File: src/rtl/ascon_msg_packer_if.sv
// Byte-stream input and padded-block output bundle for the Ascon message packer.
// slave is the packer side, master is the source/sink side.
interface ascon_msg_packer_if #(
  parameter int BW = 64
);
  logic          in_valid;
  logic          in_ready;
  logic [7:0]    in_byte;
  logic          in_keep;
  logic          in_last;
  logic          blk_valid;
  logic          blk_ready;
  logic [BW-1:0] blk_data;
  logic          blk_last;

  modport slave (
    input  in_valid, in_byte, in_keep, in_last, blk_ready,
    output in_ready, blk_valid, blk_data, blk_last
  );

  modport master (
    output in_valid, in_byte, in_keep, in_last, blk_ready,
    input  in_ready, blk_valid, blk_data, blk_last
  );
endinterface

File: src/rtl/ascon_msg_packer.sv
// Packs a byte stream little-endian into 64-bit blocks and applies Ascon 10* padding
// (0x01 after the last byte, zeros above), adding a pad-only block when the message fills a block.
//
// state    | meaning
// FILL     | collecting bytes into lanes, in_ready = 1
// EMIT     | presenting a block (data or final padded block)
// EMIT_PAD | presenting a full final data block; pad-only block follows
module ascon_msg_packer #(
  parameter int BW = 64
) (
  input logic               clk,
  input logic               rst,
  ascon_msg_packer_if.slave bus
);
  localparam logic [1:0] FILL     = 2'd0;
  localparam logic [1:0] EMIT     = 2'd1;
  localparam logic [1:0] EMIT_PAD = 2'd2;

  logic [1:0]    state_q, state_d;
  logic [2:0]    idx_q, idx_d;
  logic [BW-1:0] data_q, data_d;
  logic          last_q, last_d;

  logic [BW-1:0] wdata;
  logic [BW-1:0] padded;
  logic [3:0]    nbytes;

  // Lane write for the current beat, then the 10* padded view of the same block.
  always_comb begin
    wdata  = data_q;
    nbytes = {1'b0, idx_q};
    if (bus.in_keep) begin
      wdata[{idx_q, 3'b000} +: 8] = bus.in_byte;
      nbytes = {1'b0, idx_q} + 4'd1;
    end
    padded = wdata;
    for (int i = 0; i < 8; i++) begin
      if (i == int'(nbytes)) padded[8*i +: 8] = 8'h01;
      else if (i > int'(nbytes)) padded[8*i +: 8] = 8'h00;
    end
  end

  always_comb begin
    state_d = state_q;
    idx_d   = idx_q;
    data_d  = data_q;
    last_d  = last_q;
    case (state_q)
      FILL: begin
        if (bus.in_valid) begin
          if (bus.in_last) begin
            idx_d = 3'd0;
            if (nbytes == 4'd8) begin
              state_d = EMIT_PAD;
              data_d  = wdata;
              last_d  = 1'b0;
            end else begin
              state_d = EMIT;
              data_d  = padded;
              last_d  = 1'b1;
            end
          end else if (bus.in_keep) begin
            data_d = wdata;
            if (idx_q == 3'd7) begin
              state_d = EMIT;
              idx_d   = 3'd0;
              last_d  = 1'b0;
            end else begin
              idx_d = idx_q + 3'd1;
            end
          end
        end
      end
      EMIT: begin
        if (bus.blk_ready) begin
          state_d = FILL;
          data_d  = '0;
          last_d  = 1'b0;
          idx_d   = 3'd0;
        end
      end
      EMIT_PAD: begin
        if (bus.blk_ready) begin
          state_d = EMIT;
          data_d  = BW'(1);
          last_d  = 1'b1;
        end
      end
      default: begin
        state_d = FILL;
        data_d  = '0;
        last_d  = 1'b0;
        idx_d   = 3'd0;
      end
    endcase
  end

  always_ff @(posedge clk or posedge rst) begin
    if (rst) begin
      state_q <= FILL;
      idx_q   <= 3'd0;
      data_q  <= '0;
      last_q  <= 1'b0;
    end else begin
      state_q <= state_d;
      idx_q   <= idx_d;
      data_q  <= data_d;
      last_q  <= last_d;
    end
  end

  assign bus.in_ready  = (state_q == FILL);
  assign bus.blk_valid = (state_q != FILL);
  assign bus.blk_data  = data_q;
  assign bus.blk_last  = last_q;
endmodule

File: src/flat_wrapper.sv
// flat-port wrapper written by rule: the top's interface ports become plain ports
module ascon_msg_packer_flat 
#(
  parameter int BW = 64
)
  (clk, rst, bus_in_valid, bus_in_byte, bus_in_keep, bus_in_last, bus_blk_ready, bus_in_ready, bus_blk_valid, bus_blk_data, bus_blk_last);
  ascon_msg_packer_if #(.BW(BW)) bus_i ();
  input logic clk;
  input logic rst;
  input wire logic [$bits(bus_i.in_valid)-1:0] bus_in_valid;
  input wire logic [$bits(bus_i.in_byte)-1:0] bus_in_byte;
  input wire logic [$bits(bus_i.in_keep)-1:0] bus_in_keep;
  input wire logic [$bits(bus_i.in_last)-1:0] bus_in_last;
  input wire logic [$bits(bus_i.blk_ready)-1:0] bus_blk_ready;
  output wire logic [$bits(bus_i.in_ready)-1:0] bus_in_ready;
  output wire logic [$bits(bus_i.blk_valid)-1:0] bus_blk_valid;
  output wire logic [$bits(bus_i.blk_data)-1:0] bus_blk_data;
  output wire logic [$bits(bus_i.blk_last)-1:0] bus_blk_last;
  assign bus_i.in_valid = bus_in_valid;
  assign bus_i.in_byte = bus_in_byte;
  assign bus_i.in_keep = bus_in_keep;
  assign bus_i.in_last = bus_in_last;
  assign bus_i.blk_ready = bus_blk_ready;
  assign bus_in_ready = bus_i.in_ready;
  assign bus_blk_valid = bus_i.blk_valid;
  assign bus_blk_data = bus_i.blk_data;
  assign bus_blk_last = bus_i.blk_last;
  ascon_msg_packer #(.BW(BW)) u_core (.clk(clk), .rst(rst), .bus(bus_i));
endmodule
File: config.mk
export PLATFORM = sky130hd
export DESIGN_NAME = ascon_msg_packer_flat
export DESIGN_NICKNAME = d
export VERILOG_FILES = /design/src/rtl/ascon_msg_packer_if.sv /design/src/rtl/ascon_msg_packer.sv /design/src/flat_wrapper.sv
export SDC_FILE = /design/constraint.sdc
export NUM_CORES = 1
export LEC_CHECK = 0
export CAP_MARGIN = 5
export CORE_UTILIZATION = 28
export DETAILED_ROUTE_END_ITERATION = 12
export SETUP_SLACK_MARGIN = 0.2
export SLEW_MARGIN = 10
export SYNTH_ARGS = -nofsm -noshare
export SYNTH_HDL_FRONTEND = slang
export SYNTH_SLANG_ARGS = --single-unit
File: constraint.sdc
create_clock -name clk -period 6.06 [get_ports clk]
set_clock_uncertainty 0.2 [all_clocks]
set_input_delay 1.515 -clock clk [delete_from_list [all_inputs] [get_ports clk]]
set_output_delay 1.515 -clock clk [all_outputs]
set_load 0.01 [all_outputs]
==> results by group, run 1 <==
Run status
  – Status: finished clean

Power and ir drop
  – Total power: 1.52 mW
  – Max VDD drop: 0.129 mV
  – Cell area power density: 313 mW/mm^2
  – Static Leak: 2.07 nW

Synth
  – Syn Inst Count: 350
  – Ranking of synthesized cells by area: dfrtp_1 49%, mux2i_1 7.5%, a22o_1 5.6%
  – Synthesized cell area: 0.00360 sq mm
  – Netlist cell types: 56
  – Count leader, synth: dfrtp_1
  – Seq/Total Area, Yosys: 48.6%
  – Synth cell count leaders: 70 x dfrtp_1, 28 x nor2_1, 27 x mux2i_1
  – #FFs+latches synth: 70
  – Post-synthesis async set-or-reset flop share: 100%
  – Post-synth EDFFs: 0
  – Area share of the leading cell type in the synthesized netlist: 48.6%
  – Syn_area_per_cell: 10.3 sq um
  – Yosys warns: 0
  – Post-synth net total: 372
  – Cell taking the most area after synthesis: dfrtp_1
  – Ys flop type: dfrtp_1

Drt
  – Drt wl/cell: 18.2 um
  – Total routed wirelength: 10900 um
  – Drt initial violations: 187
  – Vias per inst: 5.20
  – Drt first pass iters: 4
  – Post-DRT Antenna Nets: 0
  – Drt drc: 0
  – Via Count: 3125

Cells and area
  – Ratio of cells with drive above 1 in the final layout: 7.69%
  – # fillers: 1261
  – Nets: 446
  – Area growth, synth to finish: 34.7%
  – Antenna cells: 0
  – Non-Filler Cell Area, Final: 0.00485 sq mm

CTS
  – Clock Latency Late Sink: 0.34 ns
  – Total CTS buffers: 9
  – Worst-path clk slew: 0.06 ns
  – H-tree levels: 3
  – CTS tree: built
  – Post-CTS Hold Fix Bufs: 0
  – Clock root buffer master: clkbuf_16
  – Resize count post-CTS: 0
  – Max Root-Sink Buffers: 2
  – TritonCTS Sinks: 70
  – Postcts setup bufs: 0

Placed design
  – Placer Congestion: 0.913
  – PortBufs: 80
  – Pre-CTS setup slack: 1.23 ns
  – Post-DP Area: 0.00452 sq mm
  – Dpl hpwl: 7890 um

Floorplanning
  – # rows: 41
  – Starting Density: 28.7%
  – Core area: 0.0126 sq mm
  – Top Ports: 81
  – Die ar.: 0.0133 sq mm
  – Die width: 115 um
  – Die Y: 115 um

Global routing
  – First-pass GRT wire length: 17700 um
  – GRT overflow: 0
  – Pin count of the biggest net entering global routing: 71
  – Initial antenna violation count: 0
  – Vias in the first global route: 3220
  – GRT Overall Usage: 17.7%

Worst setup path
  – R2r startpoint: u_core.idx_q[0]
  – CP Capture Type: flip-flop
  – CP Launch Type: input pin
  – Critical Path AT: 4.66 ns
  – Crit Path Class: input pin to flip-flop
  – Critical Path Fanout Max: 20
  – Crit path launch: bus_in_keep
  – Crit path required time: 6.13 ns

Timing
  – Rel. slew slack: 28.4%
  – Count of final hold-check violations: 0
  – Total negative slack: 0 ns
  – Hold WS: 0.299 ns
  – Worst-Margin Slew: 1.07 ns
  – Unrepaired setup endpoints after global routing: false
  – Setup ws final: 1.47 ns
  – Setup Viol. Count Final: 0
  – Slew Viols, Final: 0
  – Final worst-path cycle share: 75.7%
  – FMAX: 218 MHz
  – Post-layout min period: 4.59 ns

Worst hold path
  – Hold Path Origin: u_core.bus.blk_data[19]
  – Class of the worst hold path: flip-flop to flip-flop

Job
  – Max_cap viols: 0
-- stage by stage --
step           utilization, %  cells
3_3_place_gp             36.0    585
2_1_floorplan               -    350
4_1_cts                  38.6    601
3_5_place_dp             36.0    585
6_report                 38.6    601
5_1_grt                  38.6    601
-- critical path, cell delays in order --
cell             delay [ns]
clkdlybuf4s50_1        0.74
o21a_1                 0.34
o211ai_1               0.84
nand2_1                0.59
nand2_1                0.42
a22o_1                 0.20
-- layer usage --
layer  GRT usage [%]  vias up  routed length [um]
met1            24.2     1576                5070
li1                -     1433                   -
met5               0        -                   0
met4            6.93        0                 224
met2            27.5       99                5150
met3            3.61       17                 483
-- layout by cell type, fill, tap and decap left out, types with 4 or more instances in the layout --
cell	count
and3_1	6
o21a_1	6
inv_1	10
clkbuf_16	9
nand2_1	24
nor2_1	28
nand3_1	16
dfrtp_1	70
a21oi_1	21
nand4_1	4
clkdlybuf4s50_1	80
mux2i_1	27
nor3_1	14
and2_1	9
o21ai_0	13
a22o_1	23
ha_1	8
-- cell families (layout without fill, tap and decap cells) --
kind of cell | count (synthesis) | in the layout | share of synthesized area (%)
AND/OR/NAND/NOR | 118 | 118 | 17.0
AO/OA/AOI/OAI | 96 | 96 | 19.7
flip-flops | 70 | 70 | 48.6
buffers and inverters | 30 | 109 | 4.13
multiplexers | 28 | 28 | 7.82
adder cells (fa/ha/maj) | 8 | 8 | 2.78
-- final timing paths --
path                                           end  slack (ns)  cells past startpoint
setup / recovery           u_core.bus.blk_data[63]        1.47                      6
hold / removal             u_core.bus.blk_data[19]        0.30                      1
setup reg to reg           u_core.bus.blk_data[34]        2.46                      8
hold reg to reg            u_core.bus.blk_data[19]        0.30                      1
max in group asynchronous  u_core.bus.blk_data[43]        3.54                      3
min in group asynchronous  u_core.bus.blk_data[36]        1.56                      3
-- power by group --
group          internal (mW)  switching (mW)  total (mW)  leakage (nW)
logic                  0.152           0.231       0.383         0.944
registers              0.504          0.0452       0.549         0.967
clock network          0.367           0.222       0.589         0.159
-- flip-flops by register name, indices dropped and copies added, names as in the netlist --
name / flops
u_core.bus.blk_data: 64
u_core.bus.blk_last: 1
u_core.idx_q: 3
u_core.state_q: 2
-- area by class of cell --
type                    instances  area [sq um]  share of cell area (%)
clock buffers                   9           225                    4.64
flip-flops and latches         70          1750                    36.1
inverters                      12          45.0                   0.928
clock inverters                 7           105                    2.17
repair buffers                 81           808                    16.7
well taps                     172           215                    4.44
multi-input cells             250          1700                    35.1
Power figures use the tool's default switching activity.
==> run 2, diff against run 1 <==
==> constraint.sdc (replaced) <==
create_clock -name clk -period 3.9 [get_ports clk]
set_clock_uncertainty 0.2 [all_clocks]
set_input_delay 0.975 -clock clk [delete_from_list [all_inputs] [get_ports clk]]
set_output_delay 0.975 -clock clk [all_outputs]
set_load 0.01 [all_outputs]
==> run 2 against run 1 <==
  * Worst setup slack got worse by 0.74 ns
  * Clock-buffer cell count is the same
  * Final cell count grew 1.5%
  * Critical path depth stayed put
  * Sequential power grew 52%
  * Clock power increased by 57%
  * First-iteration DRC count is 17% higher
  * Routed wire length grew 2.6%
  * Design area rose by 1.4%
  * Via count is 0.61% lower
  * Die area stayed put
  * Global-route usage is 0.25 points higher
  * Highest routed layer unchanged
==> results by group, run 2 (synthesized netlist as in run 1, its figures left out) <==
CTS
  – Worst-path clk slew: 0.06 ns (about the same)
  – Max Root-Sink Buffers: 2 (unchanged)
  – Post-CTS Hold Fix Bufs: 0 (unchanged)
  – Resize count post-CTS: 0 (unchanged)
  – TritonCTS Sinks: 70 (unchanged)
  – H-tree levels: 3 (unchanged)
  – Clock Latency Late Sink: 0.34 ns (about the same)
  – CTS tree: built
  – Postcts setup bufs: 0 (unchanged)
  – Clock root buffer master: clkbuf_16
  – Total CTS buffers: 9 (unchanged)

Worst setup path
  – Most used cell, CP: nor2_1
  – Critical Path Fanout Max: 11 (-45%)
  – Crit path required time: 3.90 ns (-2.23 ns)
  – WP buf/inv: 1 (unchanged)
  – CP Capture Type: flip-flop
  – Crit-path slowest cell: clkdlybuf4s50_1
  – Largest delay share family, worst path: compound AO/OA/AOI/OAI gates
  – Reg2reg path depth: 8 (unchanged)
  – Crit Path Class: input pin to flip-flop
  – R2r startpoint: u_core.idx_q[1]
  – CP Launch Type: input pin
  – Slowest cell delay on critical path: 0.72 ns (-0.12 ns)
  – R2R Setup Slk: 0.82 ns (-1.64 ns)
  – Critical Path AT: 3.17 ns (-1.49 ns)
  – RR Endpoint: u_core.bus.blk_data[2]
  – CP cell instances: clkdlybuf4s50_1 > a21boi_0 > o21ai_1 > o21a_1 > nor2_1 > nor2_1

Run status
  – Status: finished clean

Cells and area
  – Nets: 455 (+2.0%)
  – Max reg flops: 64 (unchanged)
  – Antenna cells: 0 (unchanged)
  – Area growth, synth to finish: 36.6%
  – # fillers: 1251 (-0.79%)
  – Post-route core utilization: 39.1% (+0.54 points)
  – Ratio of cells with drive above 1 in the final layout: 9.59% (+1.9 points)
  – Most frequent cells in the layout: 80 x clkdlybuf4s50_1, 70 x dfrtp_1, 28 x nor2_1, 27 x mux2i_1, 24 x nand2_1
  – Most common cell after layout, fill and taps aside: clkdlybuf4s50_1

Power and ir drop
  – Flop pwr share: 34.8% (-1.3 points)
  – Combinational share of power: 26.5% (+1.3 points)
  – P_int: 1.61 mW (+57%)
  – Total power: 2.40 mW (+57%)
  – Switching power: 0.785 mW (+58%)
  – Static Leak: 2.11 nW (+2.1%)
  – Max VDD drop: 0.269 mV (+110%)
  – Clock power share: 38.6% (about the same)
  – Cell area power density: 487 mW/mm^2 (+55%)
  – Net Sw Frac: 32.8% (about the same)

Timing
  – Hold WS: 0.304 ns (+0.00539 ns)
  – Total negative slack: 0 ns (unchanged)
  – Worst-Margin Slew: 0.885 ns (-0.185 ns)
  – Slew Viols, Final: 0 (unchanged)
  – Unrepaired setup endpoints after global routing: false
  – Rel. slew slack: 41.0% (+13 points)
  – Setup Viol. Count Final: 0 (unchanged)
  – Post-layout min period: 3.17 ns
  – FMAX: 316 MHz
  – Count of final hold-check violations: 0 (unchanged)
  – Final worst-path cycle share: 81.2%

Job
  – Max_cap viols: 0 (unchanged)

Floorplanning
  – # rows: 41 (unchanged)
  – Die Y: 115 um (unchanged)
  – Top Ports: 81 (unchanged)
  – Starting Density: 28.7% (unchanged)
  – Die width: 115 um (unchanged)
  – Core area: 0.0126 sq mm (unchanged)
  – Die ar.: 0.0133 sq mm (unchanged)

Drt
  – Drt first pass iters: 4 (unchanged)
  – Total routed wirelength: 11200 um (+2.6%)
  – Drt drc: 0 (unchanged)
  – Drt wl/cell: 18.4 um (+1.1%)
  – Via Count: 3106 (-0.61%)
  – Post-DRT Antenna Nets: 0 (unchanged)
  – Vias per inst: 5.09 (-2.1%)
  – Drt initial violations: 218 (+17%)

Worst hold path
  – Hold Crit Endpoint: u_core.bus.blk_data[14]
  – Hold depth: 1 (unchanged)
  – Class of the worst hold path: flip-flop to flip-flop
  – Hold Path Origin: u_core.bus.blk_data[14]

Global routing
  – GRT overflow: 0 (unchanged)
  – GRT Overall Usage: 17.9% (+0.25 points)
  – First-pass GRT wire length: 18000 um (+1.7%)
  – Pin count of the biggest net entering global routing: 71 (unchanged)
  – Initial antenna violation count: 0 (unchanged)
  – Vias in the first global route: 3226 (+0.19%)

Placed design
  – PortBufs: 80 (unchanged)
  – Dpl hpwl: 8030 um (+1.8%)
  – Placer Congestion: 0.913 (about the same)
## run 2: cell count changes in the layout (fill, tap and decap cells not counted)
cell,previous run,this run
buf_4,1,10
## run 2: stage by stage
stage / setup slack, ns / instance area, sq um / cells
6_report: 0.731 / 4920 / 610
3_5_place_dp: 0.456 / 4590 / 594
2_1_floorplan: 0.957 / 3600 / 350
4_1_cts: 0.784 / 4920 / 610
5_1_grt: 0.601 / 4920 / 610
3_3_place_gp: 0.465 / 4590 / 594
## run 2: area by class of cell
type	count	area (sq um)	share of cell area, %
sequential	70	1750	35.6
tap	172	215	4.37
inverter	12	45.0	0.916
clock buffer	9	225	4.58
multi-input combinational	250	1700	34.6
clock inverter	7	105	2.14
timing repair buffer	90	876	17.8
## run 2: layer usage
layer  track usage [%]  share of wire (%)
met1              23.7                 46
met3              4.18                5.5
met4              6.32                1.7
met2              28.8                 47
met5                 0                  0
## run 2: worst max path at each step
| stage | from | endpoint | cells past startpoint |
|---|---|---|---|
| after CTS | u_core.state_q[1] | bus_in_ready | 3 |
| after detailed placement | bus_in_last | u_core.bus.blk_data[20] | 6 |
| final | bus_in_last | u_core.bus.blk_data[20] | 6 |
| after global routing | u_core.idx_q[1] | u_core.bus.blk_data[41] | 7 |
| after floorplan | rst | u_core.bus.blk_data[0] | 1 |
| after global placement | bus_in_last | u_core.bus.blk_data[21] | 6 |
## run 2: power by group through the flow
stage               registers [mW]  clock network (mW)  logic, mW
finish                       0.834               0.925      0.636
global route                 0.842               0.972      0.695
CTS                          0.833               0.938      0.634
detailed placement           0.846                   0      0.630
global placement             0.847                   0      0.626
floorplan                    0.854                   0      0.367
## run 2: worst reg2reg max path: cells and delay by family, from the launching register on
kind / cells / cell delay [ns]
AO/OA/AOI/OAI: 1 / 0.52
adder cells (fa/ha/maj): 2 / 0.60
buffers and inverters: 1 / 0.22
flip-flops: 1 / 0.60
multiplexers: 1 / 0.27
AND/OR/NAND/NOR: 3 / 0.55
